[config.mk]
export PLATFORM = sky130hd
export DESIGN_NAME = fir_mac_sequencer
export DESIGN_NICKNAME = d
export VERILOG_FILES = /design/src/rtl/fir_mac_sequencer.sv
export SDC_FILE = /design/constraint.sdc
export NUM_CORES = 1
export LEC_CHECK = 0
export BUFFER_PORTS_ARGS = -buffer_cell sky130_fd_sc_hd__buf_2
export CELL_PAD_IN_SITES_DETAIL_PLACEMENT = 0
export CELL_PAD_IN_SITES_GLOBAL_PLACEMENT = 1
export CORE_MARGIN = 1
export CORE_UTILIZATION = 35
export CTS_CLUSTER_SIZE = 10
export DETAILED_ROUTE_END_ITERATION = 10
export PLACE_DENSITY = 0.65
export SETUP_SLACK_MARGIN = 0.4
export SYNTH_ARGS = -nofsm -noshare
export SYNTH_HDL_FRONTEND = slang
export SYNTH_SLANG_ARGS = --single-unit
[constraint.sdc]
create_clock -name i_clk -period 2.45 [get_ports i_clk]
set_input_delay 0.49 -clock i_clk [delete_from_list [all_inputs] [get_ports i_clk]]
set_output_delay 0.49 -clock i_clk [all_outputs]
set_load 0.02 [all_outputs]
[src/rtl/fir_mac_sequencer.sv]
`default_nettype none
// ============================================================================
// Module   : fir_mac_sequencer
// Purpose  : Control sequencer for the time-multiplexed FIR MAC datapath:
//            sample write, tap sweep, pipeline drain, reduce, output handshake.
// Revision : 1.0 - initial release
// ============================================================================
module fir_mac_sequencer #(
    parameter int DATA_WIDTH    = 24,
    parameter int FIR_DEPTH     = 2048,
    parameter int NUM_PIPELINES = 32,
    parameter int PIPE_LATENCY  = 4
) (
    input  logic                                  i_clk,
    input  logic                                  i_rst,
    input  logic                                  i_en,
    input  logic                                  i_sample_valid,
    output logic                                  o_sample_ready,
    output logic                                  o_wr_en,
    output logic [$clog2(FIR_DEPTH)-1:0]          o_wr_addr,
    output logic [$clog2(FIR_DEPTH)-1:0]          o_newest_ptr,
    output logic                                  o_rd_en,
    output logic [((FIR_DEPTH/NUM_PIPELINES) > 1 ?
                   $clog2(FIR_DEPTH/NUM_PIPELINES) : 1)-1:0] o_tap_idx,
    output logic                                  o_acc_en,
    output logic                                  o_acc_first,
    output logic                                  o_reduce_start,
    output logic                                  o_result_valid,
    input  logic                                  i_out_ready,
    output logic                                  o_busy
);

    localparam int TAPS    = FIR_DEPTH / NUM_PIPELINES;
    localparam int AW      = $clog2(FIR_DEPTH);
    localparam int TW      = (TAPS > 1) ? $clog2(TAPS) : 1;
    // A single lane still needs one REDUCE cycle to carry the start pulse.
    localparam int RED_CYC = (NUM_PIPELINES > 1) ? $clog2(NUM_PIPELINES) : 1;
    localparam int CNT_MAX = (PIPE_LATENCY > RED_CYC) ? PIPE_LATENCY : RED_CYC;
    localparam int CW      = $clog2(CNT_MAX + 1);

    localparam logic [TW-1:0] TAP_LAST   = TW'(TAPS - 1);
    localparam logic [CW-1:0] DRAIN_LAST = CW'(PIPE_LATENCY - 1);
    localparam logic [CW-1:0] RED_LAST   = CW'(RED_CYC - 1);

    generate
        if (DATA_WIDTH < 1 || PIPE_LATENCY < 1 || NUM_PIPELINES < 1 ||
            FIR_DEPTH != (1 << AW) ||
            (NUM_PIPELINES & (NUM_PIPELINES - 1)) != 0 ||
            TAPS * NUM_PIPELINES != FIR_DEPTH) begin : g_param_check
            $error("fir_mac_sequencer: illegal parameter combination");
        end
    endgenerate

    typedef enum logic [2:0] {
        S_IDLE   = 3'd0,
        S_MAC    = 3'd1,
        S_DRAIN  = 3'd2,
        S_REDUCE = 3'd3,
        S_OUTPUT = 3'd4
    } state_t;

    state_t                  state_q, state_d;
    logic [AW-1:0]           head_q, head_d;
    logic [AW-1:0]           newest_q, newest_d;
    logic [TW-1:0]           tap_q, tap_d;
    logic [CW-1:0]           cnt_q, cnt_d;
    logic [PIPE_LATENCY-1:0] acc_dly_q, acc_dly_d;
    logic [PIPE_LATENCY-1:0] first_dly_q, first_dly_d;
    logic                    sample_take;

    assign sample_take = (state_q == S_IDLE) && i_en && !i_rst && i_sample_valid;

    always_ff @(posedge i_clk or posedge i_rst) begin
        if (i_rst) begin
            state_q     <= S_IDLE;
            head_q      <= '0;
            newest_q    <= '0;
            tap_q       <= '0;
            cnt_q       <= '0;
            acc_dly_q   <= '0;
            first_dly_q <= '0;
        end else begin
            state_q     <= state_d;
            head_q      <= head_d;
            newest_q    <= newest_d;
            tap_q       <= tap_d;
            cnt_q       <= cnt_d;
            acc_dly_q   <= acc_dly_d;
            first_dly_q <= first_dly_d;
        end
    end

    // Everything holds while i_en is low, so a stall resumes exactly in place.
    always_comb begin
        state_d  = state_q;
        head_d   = head_q;
        newest_d = newest_q;
        tap_d    = tap_q;
        cnt_d    = cnt_q;
        if (i_en) begin
            case (state_q)
                S_IDLE: begin
                    if (sample_take) begin
                        newest_d = head_q;
                        head_d   = head_q + AW'(1);
                        tap_d    = '0;
                        state_d  = S_MAC;
                    end
                end
                S_MAC: begin
                    if (tap_q == TAP_LAST) begin
                        tap_d   = '0;
                        cnt_d   = '0;
                        state_d = S_DRAIN;
                    end else begin
                        tap_d = tap_q + TW'(1);
                    end
                end
                S_DRAIN: begin
                    if (cnt_q == DRAIN_LAST) begin
                        cnt_d   = '0;
                        state_d = S_REDUCE;
                    end else begin
                        cnt_d = cnt_q + CW'(1);
                    end
                end
                S_REDUCE: begin
                    if (cnt_q == RED_LAST) begin
                        cnt_d   = '0;
                        state_d = S_OUTPUT;
                    end else begin
                        cnt_d = cnt_q + CW'(1);
                    end
                end
                S_OUTPUT: begin
                    if (i_out_ready) begin
                        state_d = S_IDLE;
                    end
                end
                default: state_d = S_IDLE;
            endcase
        end
    end

    always_comb begin
        acc_dly_d   = acc_dly_q;
        first_dly_d = first_dly_q;
        if (i_en) begin
            acc_dly_d[0]   = (state_q == S_MAC);
            first_dly_d[0] = (state_q == S_MAC) && (tap_q == '0);
            for (int i = 1; i < PIPE_LATENCY; i++) begin
                acc_dly_d[i]   = acc_dly_q[i-1];
                first_dly_d[i] = first_dly_q[i-1];
            end
        end
    end

    assign o_sample_ready = (state_q == S_IDLE) && i_en && !i_rst;
    assign o_wr_en        = sample_take;
    assign o_wr_addr      = head_q;
    assign o_newest_ptr   = newest_q;
    assign o_rd_en        = (state_q == S_MAC) && i_en;
    assign o_tap_idx      = tap_q;
    assign o_acc_en       = acc_dly_q[PIPE_LATENCY-1] && i_en;
    assign o_acc_first    = first_dly_q[PIPE_LATENCY-1] && i_en;
    // REDUCE is always entered with the counter cleared, so count 0 marks entry.
    assign o_reduce_start = (state_q == S_REDUCE) && (cnt_q == '0) && i_en;
    assign o_result_valid = (state_q == S_OUTPUT);
    assign o_busy         = (state_q != S_IDLE);

endmodule
`default_nettype wire

== Word level (Yosys, flattened, before mapping) ==
Cells that the tools add are included.

* Memories: 0
* Bits in writable memories: 0
* Latch bits: 0
* Register bits after elaboration: 42
* Output and inout bits: 36
* Bits in read-only memories: 0

* Div/mod/pow operators: 0
* Bitwise gates (word level): 0
* Shifts and indexed selects: 0
* Multiplexer cells: 13
* Reduce and logical (&&, ||, !) cells: 20
* Multiply operators: 0
* Add/sub/neg operators: 3
* Magnitude comparators: 0
* Equal/unequal tests: 12

{| class="wikitable"
|+ Operator list
! operator !! count
|-
| 3-bit two-way mux || 8
|-
| 3-bit one-hot mux with 5 select lines || 1
|-
| 6-bit two-way mux || 2
|-
| 6-bit one-hot mux with 2 select lines || 1
|-
| 11-bit by 1-bit adder with 11-bit output, second input constant || 1
|-
| 3-bit by 2-bit == test with 1-bit output, second input constant || 3
|-
| 1-bit logical AND || 9
|-
| 3-bit one-hot mux with 3 select lines || 1
|-
| 3-bit AND reduction || 3
|-
| 2-bit != test, second input constant || 4
|-
| 6-bit by 1-bit adder with 6-bit output, second input constant || 1
|-
| 3-bit == test, second input constant || 2
|-
| 6-bit == test, second input constant || 1
|-
| 3-bit logical NOT || 2
|-
| 6-bit logical NOT || 1
|-
| 6-bit AND reduction || 1
|-
| 3-bit nonzero test || 2
|-
| 3-bit by 1-bit adder with 3-bit output, second input constant || 1
|-
| 3-bit by 1-bit == test with 1-bit output, second input constant || 1
|-
| 2-bit by 1-bit != test with 1-bit output, second input constant || 1
|-
| 2-bit nonzero test || 1
|-
| 1-bit logical NOT || 1
|}

== Logic depth before layout (Yosys ltp) ==
Gate-level depths: netlist of run 1.

* Depth after elaboration: 6
* Mapped depth: 7
* Gate-level depth less buffers: 6

== Worst setup path after synthesis of run 1 ==
No wires, ideal clock.

* Kind: input-to-output
* From: in i_en
* To: out o_reduce_start
* Stages: 3
* Data required time: 1.960 ns
* Path buffers: 1
* Data arrival time: 1.659 ns
* Setup slack: 0.301 ns
* Path through: clkbuf_1 inv_1 nor4_1

* Longest elaborated chain between the ends: 1

{| class="wikitable"
|+ Ends and longest elaborated chain
! what !! line !! text
|-
| start, declared || 16 || <nowiki>input logic i_en,</nowiki>
|-
| 1-bit logical AND || 167 || <nowiki>assign o_reduce_start = (state_q == S_REDUCE) && (cnt_q == '0) && i_en;</nowiki>
|-
| end, declared || 27 || <nowiki>output logic o_reduce_start,</nowiki>
|}

No other way between the ends.

== Worst setup path after layout of run 1 ==
* From: reg state_q[1]
* To: out o_wr_en

* Longest elaborated chain between the ends: 4

{| class="wikitable"
|+ Ends and longest elaborated chain
! what !! line !! text
|-
| start, declared || 62 || <nowiki>state_t state_q, state_d;</nowiki>
|-
| start signal, assigned || 83 || <nowiki>state_q <= state_d;</nowiki>
|-
| 3-bit logical NOT || 71 || <nowiki>assign sample_take = (state_q == S_IDLE) && i_en && !i_rst && i_sample_valid;</nowiki>
|-
| 1-bit logical AND (3 in a row) || 71 ||
|-
| end, declared || 19 || <nowiki>output logic o_wr_en,</nowiki>
|}

No other way between the ends.

==> results of run 1 <==
[final cells by class]
| cell class | instances | area share |
|---|---|---|
| repair buffers | 50 | 0.1117 |
| multi-input cells | 142 | 0.3679 |
| flip-flops and latches | 42 | 0.4132 |
| clock inverters | 2 | 0.02361 |
| inverters | 10 | 0.01574 |
| clock buffers | 6 | 0.03246 |
| well taps | 72 | 0.03542 |
[worst min-delay path by stage]
stage                                 from                           to  slack [ns]  cells after the start
2_1_floorplan     acc_dly_q[0]$_DFFE_PP0P_     acc_dly_q[0]$_DFFE_PP0P_        0.45                      1
3_3_place_gp   o_newest_ptr[0]$_DFFE_PP0P_  o_newest_ptr[0]$_DFFE_PP0P_        0.45                      2
3_5_place_dp   o_newest_ptr[6]$_DFFE_PP0P_  o_newest_ptr[6]$_DFFE_PP0P_        0.46                      2
4_1_cts                              i_rst     o_wr_addr[2]$_DFFE_PP0P_        0.27                      3
5_1_grt                              i_rst     o_wr_addr[2]$_DFFE_PP0P_        0.29                      3
6_report                             i_rst         cnt_q[2]$_DFFE_PP0P_        0.26                      3
[critical path, stage by stage (launching register included)]
cell and delay (ns):
sky130_fd_sc_hd__dfrtp_1 0.51, sky130_fd_sc_hd__or4b_4 0.55, sky130_fd_sc_hd__inv_4 0.08, sky130_fd_sc_hd__buf_6 0.11
[timing repair]
action / in CTS / in global routing
cloned: 0 / 0
resized for setup: 3 / 2
setup buffers: 1 / 0
endpoints found under the setup margin: 1 / 3
pin swaps: 1 / 1
[layer usage]
| metal | global-route usage | up-vias | routed length [um] |
|---|---|---|---|
| met4 | 0.05556 | 0 | 58 |
| li1 | - | 781 | - |
| met3 | 0.03953 | 5 | 151 |
| met5 | 0 | - | 0 |
| met2 | 0.2687 | 30 | 2083 |
| met1 | 0.2054 | 745 | 2146 |
[metrics by stage]
step | cells | instance area [um2] | util
5_1_grt | 324 | 2544 | 0.4563
2_1_floorplan | 202 | 2062 | -
3_3_place_gp | 315 | 2381 | 0.4272
6_report | 324 | 2544 | 0.4563
3_5_place_dp | 315 | 2381 | 0.4272
4_1_cts | 324 | 2541 | 0.4559
[power breakdown]
| part | internal [mW] | switching, mW | leakage (nW) | total, mW |
|---|---|---|---|---|
| logic | 0.326 | 0.446 | 0.706 | 0.772 |
| registers | 0.836 | 0.147 | 0.565 | 0.983 |
| clock network | 0.435 | 0.244 | 0.0714 | 0.679 |
[state kept, by name, summed over array words and instances, names as in the netlist]
register,cells
acc_dly_q,4
first_dly_q,4
o_wr_addr,11
o_newest_ptr,11
o_tap_idx,6
cnt_q,3
state_q,3
[cell usage in the layout (no fill, tap or decap), types with 6 or more instances in the layout]
master                     count
sky130_fd_sc_hd__buf_2        38
sky130_fd_sc_hd__ha_1          7
sky130_fd_sc_hd__xnor2_1       6
sky130_fd_sc_hd__nand2_1      50
sky130_fd_sc_hd__nand3_1       6
sky130_fd_sc_hd__mux2_2        7
sky130_fd_sc_hd__clkbuf_8      6
sky130_fd_sc_hd__buf_4        11
sky130_fd_sc_hd__inv_1         9
sky130_fd_sc_hd__dfrtp_1      42
[cell families after synthesis]
kind of cell,count (synthesis),share of synthesized area
mux,10,0.05295
simple gates,91,0.2216
fa+ha+maj,7,0.04260
buf+inv,18,0.03834
xor+xnor,11,0.04686
compound gates,23,0.08644
flops,42,0.5113
==> results.txt, run 1 <==
- Top FF cell, synth: sky130_fd_sc_hd__dfrtp_1
- The H-tree generated during clock tree synthesis spans 2 levels.
- Part of the cycle the worst path needs: 0.8296
- In this run the worst setup path begins at state_q[1]$_DFFE_PP0P_.
- Post-DP HPWL: 3138 um
* Netlist cell types: 44
* Crit start category: flop
* Clock latency reported for the late side of the worst-skew pair: ~0.29 ns
* Total power divided by cell area: around 960 nW/um2
- Final setup fails: 0
* Run status: completed
- Crit path capture type: output port
* Vias in the first global route: 1551
- Total gr overflow: 0
- TritonCTS created 5 clock buffers.
- In this run, synthesis inferred 0 flip-flops with an integrated enable.
- Share of layout cells above drive strength 1: 0.2937
- Seq cells post-synth: 42
* Clk buf depth: 2
- Static timing analysis puts the maximum clock frequency at 0.4920 GHz.
* RD Place Congestion: 0.6786
- DRC Markers: 0
- For this configuration, the core starts out at a cell density of 0.3688.
- Reg-to-reg critical path endpoint: o_tap_idx[5]$_DFFE_PP0P_
- The final route contains 1561 vias.
- After detailed routing, the total wire length is 4439 um.
- Clock root buffer: sky130_fd_sc_hd__clkbuf_8
- The average instance in the mapped netlist occupies 10.18 um2.
- First-pass GRT wire length: about 7700 um
* RSZ-0062 raised after global routing: true
- From synthesis to final layout, the design area changed by 23.74%.
- Cell types with the highest counts after synthesis: sky130_fd_sc_hd__nand2_1, sky130_fd_sc_hd__dfrtp_1, sky130_fd_sc_hd__inv_1
- Critical Path Fanout Max: 11
- Largest clock skew in the final design: 0.003570 ns
- The initial antenna violation count came to 0.
* Place WS: ~0.44 ns
- Of the post-synthesis cell area, the dominant cell type holds 0.5113.
* Clock sink count: 42
* Area of the die: 6184 um2
- FF/Latch Area: ~1100 um2
- The design draws around 2.4 mW.
- Part of the Yosys area used for sequential elements: 0.5113
- Number of nets produced by synthesis: 214
- 0 antenna diodes ended up in the layout.
* Cell types with the largest area share after synthesis: sky130_fd_sc_hd__dfrtp_1, sky130_fd_sc_hd__nand2_1, sky130_fd_sc_hd__ha_1
* Critical Path End: o_wr_en
* # hold bufs at CTS: 0
- Required time at the endpoint of the critical path: about 2 ns
* Library cell occupying the most area in the post-synthesis netlist: sky130_fd_sc_hd__dfrtp_1
* Final layout net count: 263
- Arrival time at the worst endpoint: 1.54 ns
- Total core area: 5574 um2
- Number of hold violations in the final report: 0
- All-layer global routing usage: 0.1623
* Final antenna-violating net count: 0
- Pin placement for this block handled between 40 and 50 I/O pins.
- Yosys printed 0 warnings.
- Across all setup checks in the final design, the least slack found is 0.4174 ns.
- Worst-margin pin slew: 0.6015 ns
- Final hold slack: 0.2644 ns
* Reg2reg setup slack: 0.51 ns
* Post-Synthesis Cell Area: approximately 2100 um2
- Largest net degree at the start of global routing: 24
* Row count: 27
- Worst setup path class: reg2out
- Synthesis produced a netlist whose cell count is 202.
* Leakage power: between 1 and 1.5 nW
- Clock-pin slew of the registers on the worst-case setup and hold paths: 0.08 ns
- TritonCTS built the clock tree.
- The count of buffers added on input and output ports is 40.
- Vertical die dimension: 78.64 um
- Total area of multi-input combinational cells: around 940 um2
- The worst hold path belongs to the class in2async.
- Launch point of the worst reg-to-reg path: o_tap_idx[0]$_DFFE_PP0P_
- Max-capacitance violation count: 0
- Iteration-0 DRC Markers: 45
- Worst-case vdd ir drop: 0.4648 mV
- Proportion of register bits with asynchronous set or reset after synthesis: 1.000
- Worst relative slew slack: 0.5981
- The count of pins over their slew limit came to 0.
- Detailed-route wire length per cell: 13.70 um
* Top-count cell post-synth: sky130_fd_sc_hd__nand2_1
- In this run the horizontal extent of the chip is 78.64 um.
- Summed over all failing endpoints, the final setup total negative slack is 0 ns.
* Worst reg-to-reg path cell count: 5
- For the finished layout, the period the worst path requires is 2.033 ns.
* DR vias/cell: 4.818
* DRT Pass-1 Iters: 4
- Fill cells in the final layout number around 560.
(Power assumes the default switching activity.)
==> run 2, diff against run 1 <==
==> constraint.sdc (replaced) <==
create_clock -name i_clk -period 2.1 [get_ports i_clk]
set_input_delay 0.42 -clock i_clk [delete_from_list [all_inputs] [get_ports i_clk]]
set_output_delay 0.42 -clock i_clk [all_outputs]
set_load 0.02 [all_outputs]
==> run 2 against run 1 <==
Power is 31% higher; core utilization grew 9.5 points; setup slack worse by 0.28 ns; via count up 11%; wire length rose by 11%; global-route usage rose by 0.60 points; register-to-register slack got worse by 0.33 ns; sequential power rose by 15%; critical path type unchanged; non-clock buffer count increased by 29; critical path depth rose by 1; sequential cell count unchanged; highest routed layer unchanged; final area grew 21%.
==> results.txt, run 2 (synthesized netlist as in run 1, its figures left out) <==
* Place WS: about 0.11 ns
- In this run the tightest slew margin relative to its limit is 0.7391.
* First-pass GRT wire length: 7928 um
- Clock root buffer: sky130_fd_sc_hd__clkbuf_8
- The flow ran to the end, and the final reports show no timing, DRC or antenna violations.
- The via count of the first global-routing pass came to around 1.7k.
- Row count: 27
- Clock sink count: 42
* DRC Markers: 0
- 0 antenna diodes ended up in the layout.
- Measured on the finished design, the core utilization comes to 0.5515.
- The die is 78.64 um wide.
- TritonCTS built the clock tree.
* Worst-margin pin slew: a little under 0.4 ns
- Deepest level of the CTS H-tree: 2
- Area growth from synthesis to layout: 49.54%
- After routing, the total negative slack on setup checks comes to 0 ns.
- Worst-case vdd ir drop: 0.6662 mV
- For this configuration, the core starts out at a cell density of 0.3688.
- Entering global routing, the biggest net connects 43 pins.
- The count of pins over their slew limit is 0.
* Number of hold violations in the final report: 0
- Worst reg-to-reg path cell count: 9
* Detailed-route wire length per cell: about 14 um
- Final hold slack: 0.2290 ns
* Launch point of the worst reg-to-reg path: state_q[2]$_DFFE_PP0P_
- For this design the static power due to leakage is 1.650 nW.
* Total CTS buffers: 5
- Of the available clock period, the critical path in the final layout requires 0.9349.
- Final layout net count: 292
* Reg2reg setup slack: 0.18 ns
- Crit path capture type: output port
- After detailed placement, the total cell area comes to 2449 um2.
* Iteration-0 DRC Markers: 89
- Crit start category: flop
* RSZ-0062 raised after global routing: true
- On the final layout, the worst clock skew is 0.008784 ns.
- Setup violations remaining at the end of the flow were counted as 0.
* Worst setup path class: reg2out
- Critical Path End: o_wr_en
* Count of port buffers added during placement: 40
* DRT Pass-1 Iters: 4
- For this run, the total global-route usage over all layers was measured as 0.1683.
- Clock latency on the worst-skew pair, taken at its later pin, is 0.30 ns.
- In the routed layout, each cell is associated on average with a via count of 4.918.
* Final antenna-violating net count: 0
- The initial antenna violation count is 0.
- Clk buf depth: 2
* Worst setup path startpoint: state_q[2]$_DFFE_PP0P_
* I/O pin count: 41
* Arrival time at the worst endpoint: 1.54 ns
- After floorplanning, the core was sized to cover 5574 um2.
- For this design the ratio of total power to cell area is 1040 nW/um2.
- Post-DP HPWL: 3045 um
* Highest achievable clock rate: 0.5094 GHz
* Sum of routed wire length over all layers: between 4000 and 5000 um
* Most frequent cells in the layout: sky130_fd_sc_hd__dfrtp_1, sky130_fd_sc_hd__nand2_1, sky130_fd_sc_hd__buf_2, sky130_fd_sc_hd__buf_4, sky130_fd_sc_hd__buf_6
- Total gr overflow: 0
- Reg-to-reg critical path endpoint: o_wr_addr[3]$_DFFE_PP0P_
- For this block, the via count after detailed routing is 1736.
* Minimum period implied by the final worst setup slack: about 2.0 ns
- Max-capacitance violation count: 0
* Area of the die: 6184 um2
- Setup slack on the critical path of the routed design comes to around 0.14 ns.
* Class of the most critical hold timing path: in2async
- Data on the critical path is required at its endpoint by 1.68 ns.
* Share of layout cells above drive strength 1: 0.4911
- Clock-pin slew was measured on the worst setup and hold paths at about 0.080 ns.
- Critical Path Fanout Max: 2
- In this run the vertical extent of the chip is 78.64 um.
- Once layout is done, the placed cells without fillers occupy 3074 um2.
- The library cell used most frequently in the layout, excluding fill and tap cells, is sky130_fd_sc_hd__dfrtp_1.
- RD Place Congestion: 0.7002
## run 2: changes by cell type in the layout (fill, tap and decap cells not counted), sizes merged
cell / change
bufinv: -1
clkinvlp: +1
buf: +29
## run 2: worst min-delay path by stage
stage / start / endpoint / slack, ns / cells past startpoint
after floorplan: acc_dly_q[0]$_DFFE_PP0P_ / acc_dly_q[0]$_DFFE_PP0P_ / 0.45 / 1
after global placement: o_newest_ptr[6]$_DFFE_PP0P_ / o_newest_ptr[6]$_DFFE_PP0P_ / 0.46 / 2
after detailed placement: o_newest_ptr[5]$_DFFE_PP0P_ / o_newest_ptr[5]$_DFFE_PP0P_ / 0.46 / 2
after CTS: i_rst / cnt_q[0]$_DFFE_PP0P_ / 0.21 / 3
after global routing: i_rst / cnt_q[1]$_DFFE_PP0P_ / 0.26 / 3
final: i_rst / cnt_q[0]$_DFFE_PP0P_ / 0.23 / 3
## run 2: metal layers
layer | global-route usage | wire (um)
met1 | 0.2089 | 2290
met2 | 0.2826 | 2403
met3 | 0.03953 | 174
met4 | 0.06111 | 63
met5 | 0 | 0
## run 2: through the flow
step           total power, mW  cells
6_report                 3.197    353
5_1_grt                  3.410    353
4_1_cts                  3.059    345
3_5_place_dp             2.118    317
3_3_place_gp             2.120    317
2_1_floorplan            1.805    202
## run 2: final cells by class
type	instances	area, um2
timing repair buffer	79	605.6
multi-input combinational	142	1170
inverter	10	45.04
sequential	42	1054
tap	72	90.09
fill	498	2500
clock buffer	6	72.57
clock inverter	2	37.54
## run 2: worst max-delay path, stage by stage, from the launching register on
cell	delay, ns
sky130_fd_sc_hd__dfrtp_1	0.39
sky130_fd_sc_hd__nand2b_4	0.15
sky130_fd_sc_hd__or4b_4	0.53
sky130_fd_sc_hd__inv_8	0.08
sky130_fd_sc_hd__buf_6	0.11
## run 2: what timing repair did
action / CTS / global route
pin swaps: 11 / 20
gates resized for setup: 30 / 48
setup endpoints to repair: 17 / 35
hold buffers: 0 / 0
setup buffers: 20 / 8
gates cloned: 0 / 0
## run 2: report_power, final
part	internal, mW	switching (mW)
Combinational	0.706	0.709
Sequential	0.979	0.155
Clock	0.355	0.293
==> run 3, diff against run 2 <==
--- a/config.mk
+++ b/config.mk
@@ -12,7 +12,8 @@
 export CORE_UTILIZATION = 35
 export CTS_CLUSTER_SIZE = 10
 export DETAILED_ROUTE_END_ITERATION = 10
-export PLACE_DENSITY = 0.65
+export GPL_TIMING_DRIVEN = 0
+export PLACE_DENSITY = 0.67
 export SETUP_SLACK_MARGIN = 0.4
 export SYNTH_ARGS = -nofsm -noshare
 export SYNTH_HDL_FRONTEND = slang
==> constraint.sdc (replaced) <==
create_clock -name i_clk -period 1.7 [get_ports i_clk]
set_input_delay 0.34 -clock i_clk [delete_from_list [all_inputs] [get_ports i_clk]]
set_output_delay 0.34 -clock i_clk [all_outputs]
set_load 0.02 [all_outputs]
==> run 3 against run 2 <==
The run now ends with negative setup slack left; via count about the same; setup slack lost 0.49 ns; register-to-register slack got worse by 0.30 ns.
==> results.txt, run 3 (synthesized netlist as in run 1, its figures left out) <==
* Run status: finished, violations left
- The final reports fail on negative setup slack.
* Clock sink count: between 40 and 50
* Deepest level of the CTS H-tree: 2
- First-pass GRT wire length: 8183 um
- Total power divided by cell area: roughly 1300 nW/um2
* DRC Markers: 0
* Final setup fails: 26
- Final antenna-violating net count: 0
- The number of endpoints with negative hold slack in the final report was 0.
- STA classifies the critical path endpoint as an output port.
- TritonCTS created 5 clock buffers.
* Arrival time at the worst endpoint: 1.71 ns
- I/O pin count: approximately 40
- In the post-route analysis, the smallest setup slack over all paths is -0.3492 ns.
- The min-delay analysis places its worst path in the category in2async.
* Required time at the endpoint of the critical path: 1.36 ns
- Diode count: 0
- Vertical die dimension: 78.64 um
- Share of layout cells above drive strength 1: 0.5532
* Number of filler instances in the final layout: 472
* Largest net degree at the start of global routing: 43
- Summed over all failing endpoints, the final setup total negative slack is -1.718 ns.
- Area of the die: 6184 um2
* Highest achievable clock rate: 0.4880 GHz
- Headroom to the max-slew limit came out at 0.3859.
* Critical Path Fanout Max: 4
- After detailed routing, the average wire length per cell comes to 14.69 um.
* Final cell count without fillers: 354
* Count of port buffers added during placement: 40
- Cell-by-cell trace of the critical path: nand2b_4 > or4b_4 > buf_6 > inv_8 > buf_8 > buf_6
* Final Slew Violations: 0
* Most frequent cells in the layout: sky130_fd_sc_hd__nand2_1, sky130_fd_sc_hd__dfrtp_1, sky130_fd_sc_hd__buf_2, sky130_fd_sc_hd__buf_6, sky130_fd_sc_hd__buf_4
* Final layout net count: between 200 and 300
- Crit start category: flop
* Clock root buffer: sky130_fd_sc_hd__clkbuf_8
* Worst-margin pin slew: 0.9192 ns
* DRT Pass-1 Iters: 4
- Subtracting the final worst setup slack from the clock period gives 2.049 ns.
- Overall via count from detail_route: 1737
- Max-capacitance violation count: 0
- Leaving out fill and tap cells, the most frequent cell in the layout is sky130_fd_sc_hd__nand2_1.
- Iteration-0 DRC Markers: 54
* Largest clock skew in the final design: around 0.0067 ns
* Leakage power: 1.602 nW
- Detailed placement finished with a half-perimeter wire length of roughly 3100 um.
- After detailed placement, the design holds a cell count of 314.
- TritonCTS built the clock tree.
- Setup repair after global routing could not meet its margin everywhere.
* Row count: 27
- Crit-path slowest cell: sky130_fd_sc_hd__or4b_4
* All-layer global routing usage: 0.1733
- Dividing the final minimum period by the clock period gives 1.205.
* Clock-pin slew of the registers on the worst-case setup and hold paths: 0.08 ns
- Highest cell delay on the worst timing path: 0.48 ns
- Clock latency reported for the late side of the worst-skew pair: 0.30 ns
- Worst setup path class: reg2out
- The routed design has 5199 um of wire.
* Place WS: -0.3461 ns
* Worst-case vdd ir drop: 0.7743 mV
- Finished Core Util: 0.5726
* Initial Utilization: 0.3688
- The die is ~79 um wide.
* Total core area: 5574 um2
- Vias in the first global route: roughly 1.6k
- Summed over all layers, the global routing overflow is 0.
- Counting along the longest clock path gives a buffer depth of 2.
* Most numerous cell on the critical path: sky130_fd_sc_hd__buf_6
- At the end of routability-driven placement, the weighted congestion stood at 0.7360.
* Antenna violations before repair: 0
- DR vias/cell: 4.907
- Area growth from synthesis to layout: 55.26%
## run 3: cell count changes in the layout (fill, tap and decap cells not counted), sizes merged
| cell | before | now |
|---|---|---|
| buf | 79 | 78 |
| bufinv | 1 | 0 |
| clkbuf | 6 | 8 |
| clkinv | 0 | 2 |
| inv | 10 | 9 |
## run 3: layout make-up
cell class	count	area, um2	share of cell area
buffer	8	92.59	0.02901
clock buffer	6	72.57	0.02274
clock inverter	2	13.76	0.004312
inverter	10	48.80	0.01529
multi-input combinational	142	1241	0.3889
sequential	42	1067	0.3344
tap	72	90.09	0.02822
timing repair buffer	72	565.5	0.1772
## run 3: report_power, final
part / switching, mW / internal (mW) / leakage, nW
logic: 1.01 / 1.07 / 1.01
registers: 0.207 / 1.22 / 0.546
clock network: 0.364 / 0.290 / 0.0452
total: 1.58 / 2.58 / 1.60
## run 3: critical path, delay by kind of cell, from the launching register on
| kind | cells | cell delay [ns] |
|---|---|---|
| AND/OR/NAND/NOR | 2 | 0.63 |
| flip-flops | 1 | 0.39 |
| buffers and inverters | 4 | 0.40 |
## run 3: final timing paths
kind,slack (ns),startpoint,cells past startpoint,end
hold / removal,0.26,i_rst,2,state_q[2]$_DFFE_PP0P_
max in group asynchronous,0.87,i_rst,2,o_wr_addr[2]$_DFFE_PP0P_
setup / recovery,-0.35,state_q[2]$_DFFE_PP0P_,6,o_wr_en
setup reg to reg,-0.12,state_q[2]$_DFFE_PP0P_,8,o_wr_addr[4]$_DFFE_PP0P_
min in group i_clk,0.48,o_newest_ptr[10]$_DFFE_PP0P_,2,o_newest_ptr[10]$_DFFE_PP0P_
hold reg to reg,0.48,o_newest_ptr[10]$_DFFE_PP0P_,2,o_newest_ptr[10]$_DFFE_PP0P_
## run 3: timing repair
action                     4_1_cts  5_1_grt
hold buffers                     0        0
hold endpoints to repair         0        0
pin swaps                       16       20
resized for setup               60       36
setup endpoints to repair       48       50
gates cloned                     0        1
setup buffers                   19       12
## run 3: routing by layer
| layer | global-route usage | vias to the layer above | share of wire |
|---|---|---|---|
| li1 | - | 843 | - |
| met2 | 0.2670 | 29 | 0.47 |
| met5 | 0 | - | 0 |
| met4 | 0.07037 | 0 | 0.019 |
| met3 | 0.03372 | 11 | 0.023 |
| met1 | 0.2375 | 854 | 0.49 |
## run 3: stage by stage
stage,total power [mW],instance area [um2],hold slack [ns]
after floorplan,2.397,2220,0.3315
final,4.156,3192,0.2597
after global routing,4.395,3192,0.3467
after detailed placement,2.728,2510,0.4588
after CTS,3.868,2954,0.3077
after global placement,2.718,2510,0.4545
